<file path="config.mk">
export PLATFORM = sky130hd
export DESIGN_NAME = shift_rows_stage
export DESIGN_NICKNAME = d
export VERILOG_FILES = /design/src/rtl/aes_pkg.sv /design/src/rtl/aes_block_fifo.sv /design/src/rtl/shift_rows_stage.sv
export SDC_FILE = /design/constraint.sdc
export NUM_CORES = 1
export LEC_CHECK = 0
export ABC_CLOCK_PERIOD_IN_PS = 8100
export CORE_MARGIN = 2
export CORE_UTILIZATION = 65
export DETAILED_ROUTE_END_ITERATION = 8
export DONT_BUFFER_PORTS = 1
export PLACE_DENSITY = 0.93
export REMOVE_ABC_BUFFERS = 1
export SLEW_MARGIN = 20
export SYNTH_ARGS = -nofsm -noshare
export SYNTH_HDL_FRONTEND = slang
export SYNTH_SLANG_ARGS = --single-unit
export TNS_END_PERCENT = 30
</file>
<file path="constraint.sdc">
create_clock -name clk -period 8.1 [get_ports clk]
set_clock_uncertainty 0.1 [all_clocks]
set_input_delay 1.215 -clock clk [delete_from_list [all_inputs] [get_ports clk]]
set_output_delay 1.215 -clock clk [all_outputs]
set_load 0.02 [all_outputs]
</file>
<file path="src/rtl/aes_pkg.sv">
// AES shared types and ShiftRows helpers.
// SHIFT_ROWS_INV_EN: also builds the InvShiftRows helper.
package aes_pkg;

    localparam int AES_BLOCK_W   = 128;
    localparam int AES_NUM_BYTES = 16;

    typedef logic [AES_BLOCK_W-1:0] aes_state_t;

    // Byte k sits at [127-8k -: 8]; s[r,c] is byte 4c+r.
    // Forward: s'[r,c] = s[r,(c+r) mod 4].
    function automatic aes_state_t shift_rows_fwd(input aes_state_t s);
        aes_state_t o;
        o = '0;
        for (int k = 0; k < AES_NUM_BYTES; k++) begin
            int c, r, src;
            c   = k / 4;
            r   = k % 4;
            src = 4 * ((c + r) % 4) + r;
            o[AES_BLOCK_W-1-8*k -: 8] = s[AES_BLOCK_W-1-8*src -: 8];
        end
        return o;
    endfunction

`ifdef SHIFT_ROWS_INV_EN
    // Inverse: s'[r,c] = s[r,(c-r) mod 4].
    function automatic aes_state_t shift_rows_inv(input aes_state_t s);
        aes_state_t o;
        o = '0;
        for (int k = 0; k < AES_NUM_BYTES; k++) begin
            int c, r, src;
            c   = k / 4;
            r   = k % 4;
            src = 4 * ((c - r + 4) % 4) + r;
            o[AES_BLOCK_W-1-8*k -: 8] = s[AES_BLOCK_W-1-8*src -: 8];
        end
        return o;
    endfunction
`endif

endpackage

</file>
<file path="src/rtl/aes_block_fifo.sv">
// Generic synchronous FIFO of AES states with a registered head word.
// The caller guarantees push only when not full (or full with pop) and
// pop only when valid.
module aes_block_fifo
    import aes_pkg::*;
#(
    parameter int DEPTH = 4,
    localparam int CW   = $clog2(DEPTH) + 1
) (
    input  logic          clk,
    input  logic          rst,
    input  logic          i_push,
    input  logic          i_pop,
    input  aes_state_t    i_din,
    output aes_state_t    o_head,
    output logic          o_valid,
    output logic [CW-1:0] o_count,
    output logic          o_full
);

    localparam int            PW       = $clog2(DEPTH);
    localparam logic [CW-1:0] FULL_CNT = CW'(DEPTH);

    aes_state_t    r_mem [DEPTH];
    logic [PW-1:0] r_wr_ptr;
    logic [PW-1:0] r_rd_ptr;
    logic [CW-1:0] r_count;
    aes_state_t    r_head;

    logic [PW-1:0] w_rd_next;
    logic [CW-1:0] w_count_next;
    aes_state_t    w_head_next;

    // Next read pointer, occupancy and head word after this edge.
    // The head is the incoming word only when it lands in the slot
    // the read pointer will point at (FIFO empty after any pop).
    always_comb begin
        w_rd_next    = i_pop ? r_rd_ptr + 1'b1 : r_rd_ptr;
        w_count_next = r_count;
        case ({i_push, i_pop})
            2'b10:   w_count_next = r_count + 1'b1;
            2'b01:   w_count_next = r_count - 1'b1;
            default: w_count_next = r_count;
        endcase
        w_head_next = r_head;
        if (w_count_next != '0) begin
            if (i_push && (r_wr_ptr == w_rd_next))
                w_head_next = i_din;
            else
                w_head_next = r_mem[w_rd_next];
        end
    end

    // Storage array; cleared on reset so nothing survives a flush.
    always_ff @(posedge clk or negedge rst) begin
        if (!rst) begin
            for (int i = 0; i < DEPTH; i++)
                r_mem[i] <= '0;
        end else if (i_push) begin
            r_mem[r_wr_ptr] <= i_din;
        end
    end

    // Pointers, occupancy and registered head.
    always_ff @(posedge clk or negedge rst) begin
        if (!rst) begin
            r_wr_ptr <= '0;
            r_rd_ptr <= '0;
            r_count  <= '0;
            r_head   <= '0;
        end else begin
            if (i_push)
                r_wr_ptr <= r_wr_ptr + 1'b1;
            r_rd_ptr <= w_rd_next;
            r_count  <= w_count_next;
            r_head   <= w_head_next;
        end
    end

    assign o_head  = r_head;
    assign o_valid = (r_count != '0);
    assign o_count = r_count;
    assign o_full  = (r_count == FULL_CNT);

endmodule

</file>
<file path="src/rtl/shift_rows_stage.sv">
// Buffered AES ShiftRows stage: transform on input, FIFO toward
// MixColumns, sticky overflow when SubBytes pushes into a full buffer.
// SHIFT_ROWS_INV_EN: adds shiftrows_inv_in to select InvShiftRows per state.
module shift_rows_stage
    import aes_pkg::*;
#(
    parameter int DATA_WIDTH = 128,
    parameter int FIFO_DEPTH = 4
) (
    input  logic                          clk,
    input  logic                          rst,
    input  logic                          shiftrows_valid_in,
    input  logic [DATA_WIDTH-1:0]         shiftrows_data_in,
    output logic [DATA_WIDTH-1:0]         shiftrows_data_out,
    output logic                          shiftrows_valid_out,
    input  logic                          shiftrows_ready_in,
    output logic [$clog2(FIFO_DEPTH):0]   shiftrows_count,
    output logic                          shiftrows_overflow
`ifdef SHIFT_ROWS_INV_EN
    ,
    input  logic                          shiftrows_inv_in
`endif
);

    aes_state_t w_xform;
    aes_state_t w_head;
    logic       w_valid;
    logic       w_full;
    logic       w_push;
    logic       w_pop;
    logic       w_drop;
    logic       r_overflow;

    // Transform before storage; the mode travels with each state.
    always_comb begin
`ifdef SHIFT_ROWS_INV_EN
        w_xform = shiftrows_inv_in ? shift_rows_inv(shiftrows_data_in)
                                   : shift_rows_fwd(shiftrows_data_in);
`else
        w_xform = shift_rows_fwd(shiftrows_data_in);
`endif
    end

    // A full FIFO still accepts a state when its head leaves this cycle.
    assign w_pop  = w_valid && shiftrows_ready_in;
    assign w_push = shiftrows_valid_in && (!w_full || w_pop);
    assign w_drop = shiftrows_valid_in && w_full && !w_pop;

    aes_block_fifo #(
        .DEPTH (FIFO_DEPTH)
    ) u_fifo (
        .clk     (clk),
        .rst     (rst),
        .i_push  (w_push),
        .i_pop   (w_pop),
        .i_din   (w_xform),
        .o_head  (w_head),
        .o_valid (w_valid),
        .o_count (shiftrows_count),
        .o_full  (w_full)
    );

    // Sticky drop flag; only reset clears it.
    always_ff @(posedge clk or negedge rst) begin
        if (!rst)
            r_overflow <= 1'b0;
        else if (w_drop)
            r_overflow <= 1'b1;
    end

    assign shiftrows_data_out  = w_head;
    assign shiftrows_valid_out = w_valid;
    assign shiftrows_overflow  = r_overflow;

endmodule
</file>
==> results.py <==
metrics = {
    "sta": {
        "worst_slew_pin_slew_ns": 2.79,
        "slew_violations": 465,
        "setup_viol": 0,
        "hold_viol_final": 0,
        "fmax_mhz": 198,
        "fin_crit_ns": 5.04,
        "fin_crit_sh_pct": 62.2,
        "rsz0062_at_grt": "false",
        "setup_slack_ns": 3.06,
        "slew-limit-headroom_pct": -86.3,
    },
    "place": {
        "io_buffers": 0,
        "post-dp-hpwl_um": 47700,
        "gp_congestion": 0.814,
        "dpl_cell_area_um2": 33400,
        "place_ws_ns": 2.83,
    },
    "logic_synthesis": {
        "yosys.area_share.adder_pct": 0.209,
        "synth_top_cell_by_area": "dfrtp_1",
        "synth_edf_count": 0,
        "synth-simple-area-share_pct": 12.8,
        "async_flop_share_pct": 100,
        "synth_most_common_cell": "dfrtp_1",
        "synth_top_cells_by_area": "dfrtp_1, mux2_2, a221o_1",
        "synth_flop_cell": "dfrtp_1",
        "ys_seq_area_share_pct": 48.3,
        "synthMuxAreaShare_pct": 21.5,
        "synth_top_family_by_area": "multiplexers",
        "synth_compound_area_share_pct": 12.7,
        "synth_commonest_cells": "dfrtp_1, mux2_2, clkbuf_1",
        "synth_xor_area_share_pct": 0.157,
        "netlist_instances": 2951,
        "syn_area_um2": 33600,
        "synth_cell_type_count": 38,
        "ys_warn_count": 0,
        "syn_area_per_cell_um2": 11.4,
        "ys_ff_latch": 648,
        "synth_top_area_share_pct": 48.3,
    },
    "clock_network": {
        "clock_path_buffers": 3,
        "postCtsSetupBuffers": 0,
        "cts_buffers": 68,
        "clk_latency_ns": 0.62,
        "cts_tree": "yes",
        "postCtsHoldBufs": 0,
        "cts_sinks": 648,
        "cts_resized": 0,
        "clk_pin_slew_ns": 0.06,
        "root_buffer": "clkbuf_16",
        "cts_htree_levels": 3,
    },
    "route": {
        "dr_wl_met2_um": 44800,
        "wl_per_cell_um": 26.9,
        "routed_wl_um": 92700,
        "wl_met3_um": 9440,
        "drc": 0,
        "wl_met1_um": 34200,
        "dr.pass1.iters": 6,
        "vias": 26400,
        "ant_nets": 0,
        "via_per_inst": 7.67,
        "top_layer": "met4",
        "drt_iter0_drc": 3439,
    },
    "final_layout": {
        "syn_to_final_growth_pct": 6.08,
        "fin_nets": 2858,
        "final_util_pct": 69.5,
        "finalInstanceArea_um2": 35600,
        "drive_gt1_share_pct": 28.5,
        "num_antenna_cells": 0,
    },
    "outcome": {
        "violations": "slew limit",
        "status": "finished, violations left",
    },
    "critical_path": {
        "critPathLaunchType": "flip-flop",
        "endpoint_kind": "flip-flop",
        "worstPathRequired_ns": 8.44,
        "cp.arrival_ns": 5.38,
        "crit_type": "reg2reg",
        "path_max_fanout": 130,
    },
    "floorplan": {
        "die-area_um2": 53500,
        "io_pins": 265,
        "rows": 83,
        "core_um2": 51200,
        "die_w_um": 231,
        "die-height_um": 231,
        "start_util_pct": 65.6,
    },
    "global_routing": {
        "antenna_found_initial": 0,
        "grt_pass1_wl_um": 144000,
        "track_usage_pct": 33.7,
        "globalRouteOverflowTotal": 0,
        "grt_start_max_net_pins": 649,
        "first_global_vias": 26700,
    },
    "pwr": {
        "ir_drop_mv": 0.416,
        "p_per_area_nw_per_um2": 516,
        "p_leak_uw": 0.0139,
        "power_uw": 18400,
    },
    "worst_hold_path": {
        "hp-class": "in2async",
    },
    "run": {
        "cap_violations": 0,
    },
}
## kinds of logic after synthesis
family | count (synthesis)
compound gates | 524
xor+xnor | 6
fa+ha+maj | 5
buf+inv | 334
flops | 648
mux | 640
simple gates | 794
## layout make-up
| class | count | area (um2) |
|---|---|---|
| multi-input cells | 1969 | 16000 |
| well taps | 680 | 851 |
| clock inverters | 15 | 160 |
| inverters | 4 | 15.0 |
| clock buffers | 103 | 2070 |
| repair buffers | 30 | 304 |
| fillers | 3240 | 15600 |
| flip-flops and latches | 648 | 16200 |
## stage by stage
stage / TNS (ns) / hold slack [ns] / std cells
global placement: 0 / 0.381 / 3331
CTS: 0 / 0.183 / 3449
floorplan: -1456.48 / 0.374 / 2621
global route: 0 / 0.184 / 3449
finish: 0 / 0.196 / 3449
detailed placement: 0 / 0.387 / 3331
## flip-flops by register name (all words and copies together) (netlist names)
| name | cells |
|---|---|
| u_fifo.r_mem | 512 |
| u_fifo.o_head | 128 |
| shiftrows_overflow | 1 |
| u_fifo.o_count | 3 |
| u_fifo.r_wr_ptr | 2 |
| u_fifo.r_rd_ptr | 2 |
## critical path: stages (launching register included)
cell	delay (ns)
dfrtp_1	0.56
o31a_2	0.46
nand2b_1	0.11
fa_1	0.45
o21ba_2	0.26
o211ai_1	0.12
a22oi_2	0.28
buf_12	0.62
or3_4	0.88
buf_4	0.68
a31oi_1	0.23
## placed cells by master (no fill, tap or decap), types with 3 or more instances in the layout
cell	synthesis	final
dfrtp_1	648	646
mux2_2	640	640
nand2_1	135	131
nor2_1	131	131
or3_1	131	130
nor4_1	130	130
nand3b_1	129	129
nor3_1	129	129
o221ai_1	128	128
o31ai_1	128	128
a221o_1	128	128
a31oi_1	128	128
clkbuf_16	0	70
buf_4	5	23
clkbuf_8	0	19
clkbuf_1	207	14
buf_12	0	6
clkinv_2	0	5
inv_1	4	4
nand2_4	0	4
ha_1	4	4
inv_6	0	4
xnor2_1	3	3
xor2_1	3	3
## final timing paths
check | slack, ns | endpoint | cells after the start | from
max | 3.06 | u_fifo.o_head[59] | 10 | u_fifo.o_count[1]
min | 0.20 | u_fifo.o_head[89] | 0 | rst
max reg2reg | 3.06 | u_fifo.o_head[59] | 10 | u_fifo.o_count[1]
min reg2reg | 0.40 | u_fifo.r_mem[64] | 1 | u_fifo.r_mem[64]
max in group asynchronous | 5.49 | u_fifo.r_mem[350] | 0 | rst
min in group clk | 0.40 | u_fifo.r_mem[64] | 1 | u_fifo.r_mem[64]
## per-layer routing
layer  up-vias  GRT usage [%]
li1      10900              -
met1     13400           42.0
met2      1738           54.0
met3       375           8.59
met4         0           18.9
met5         -              0
## power by group
group	internal, uW	switching, uW	total [uW]
combinational	3930	4490	8420
sequential	4990	1850	6840
clock	1830	1300	3130
Note: power is estimated with default switching activity, not from simulation.
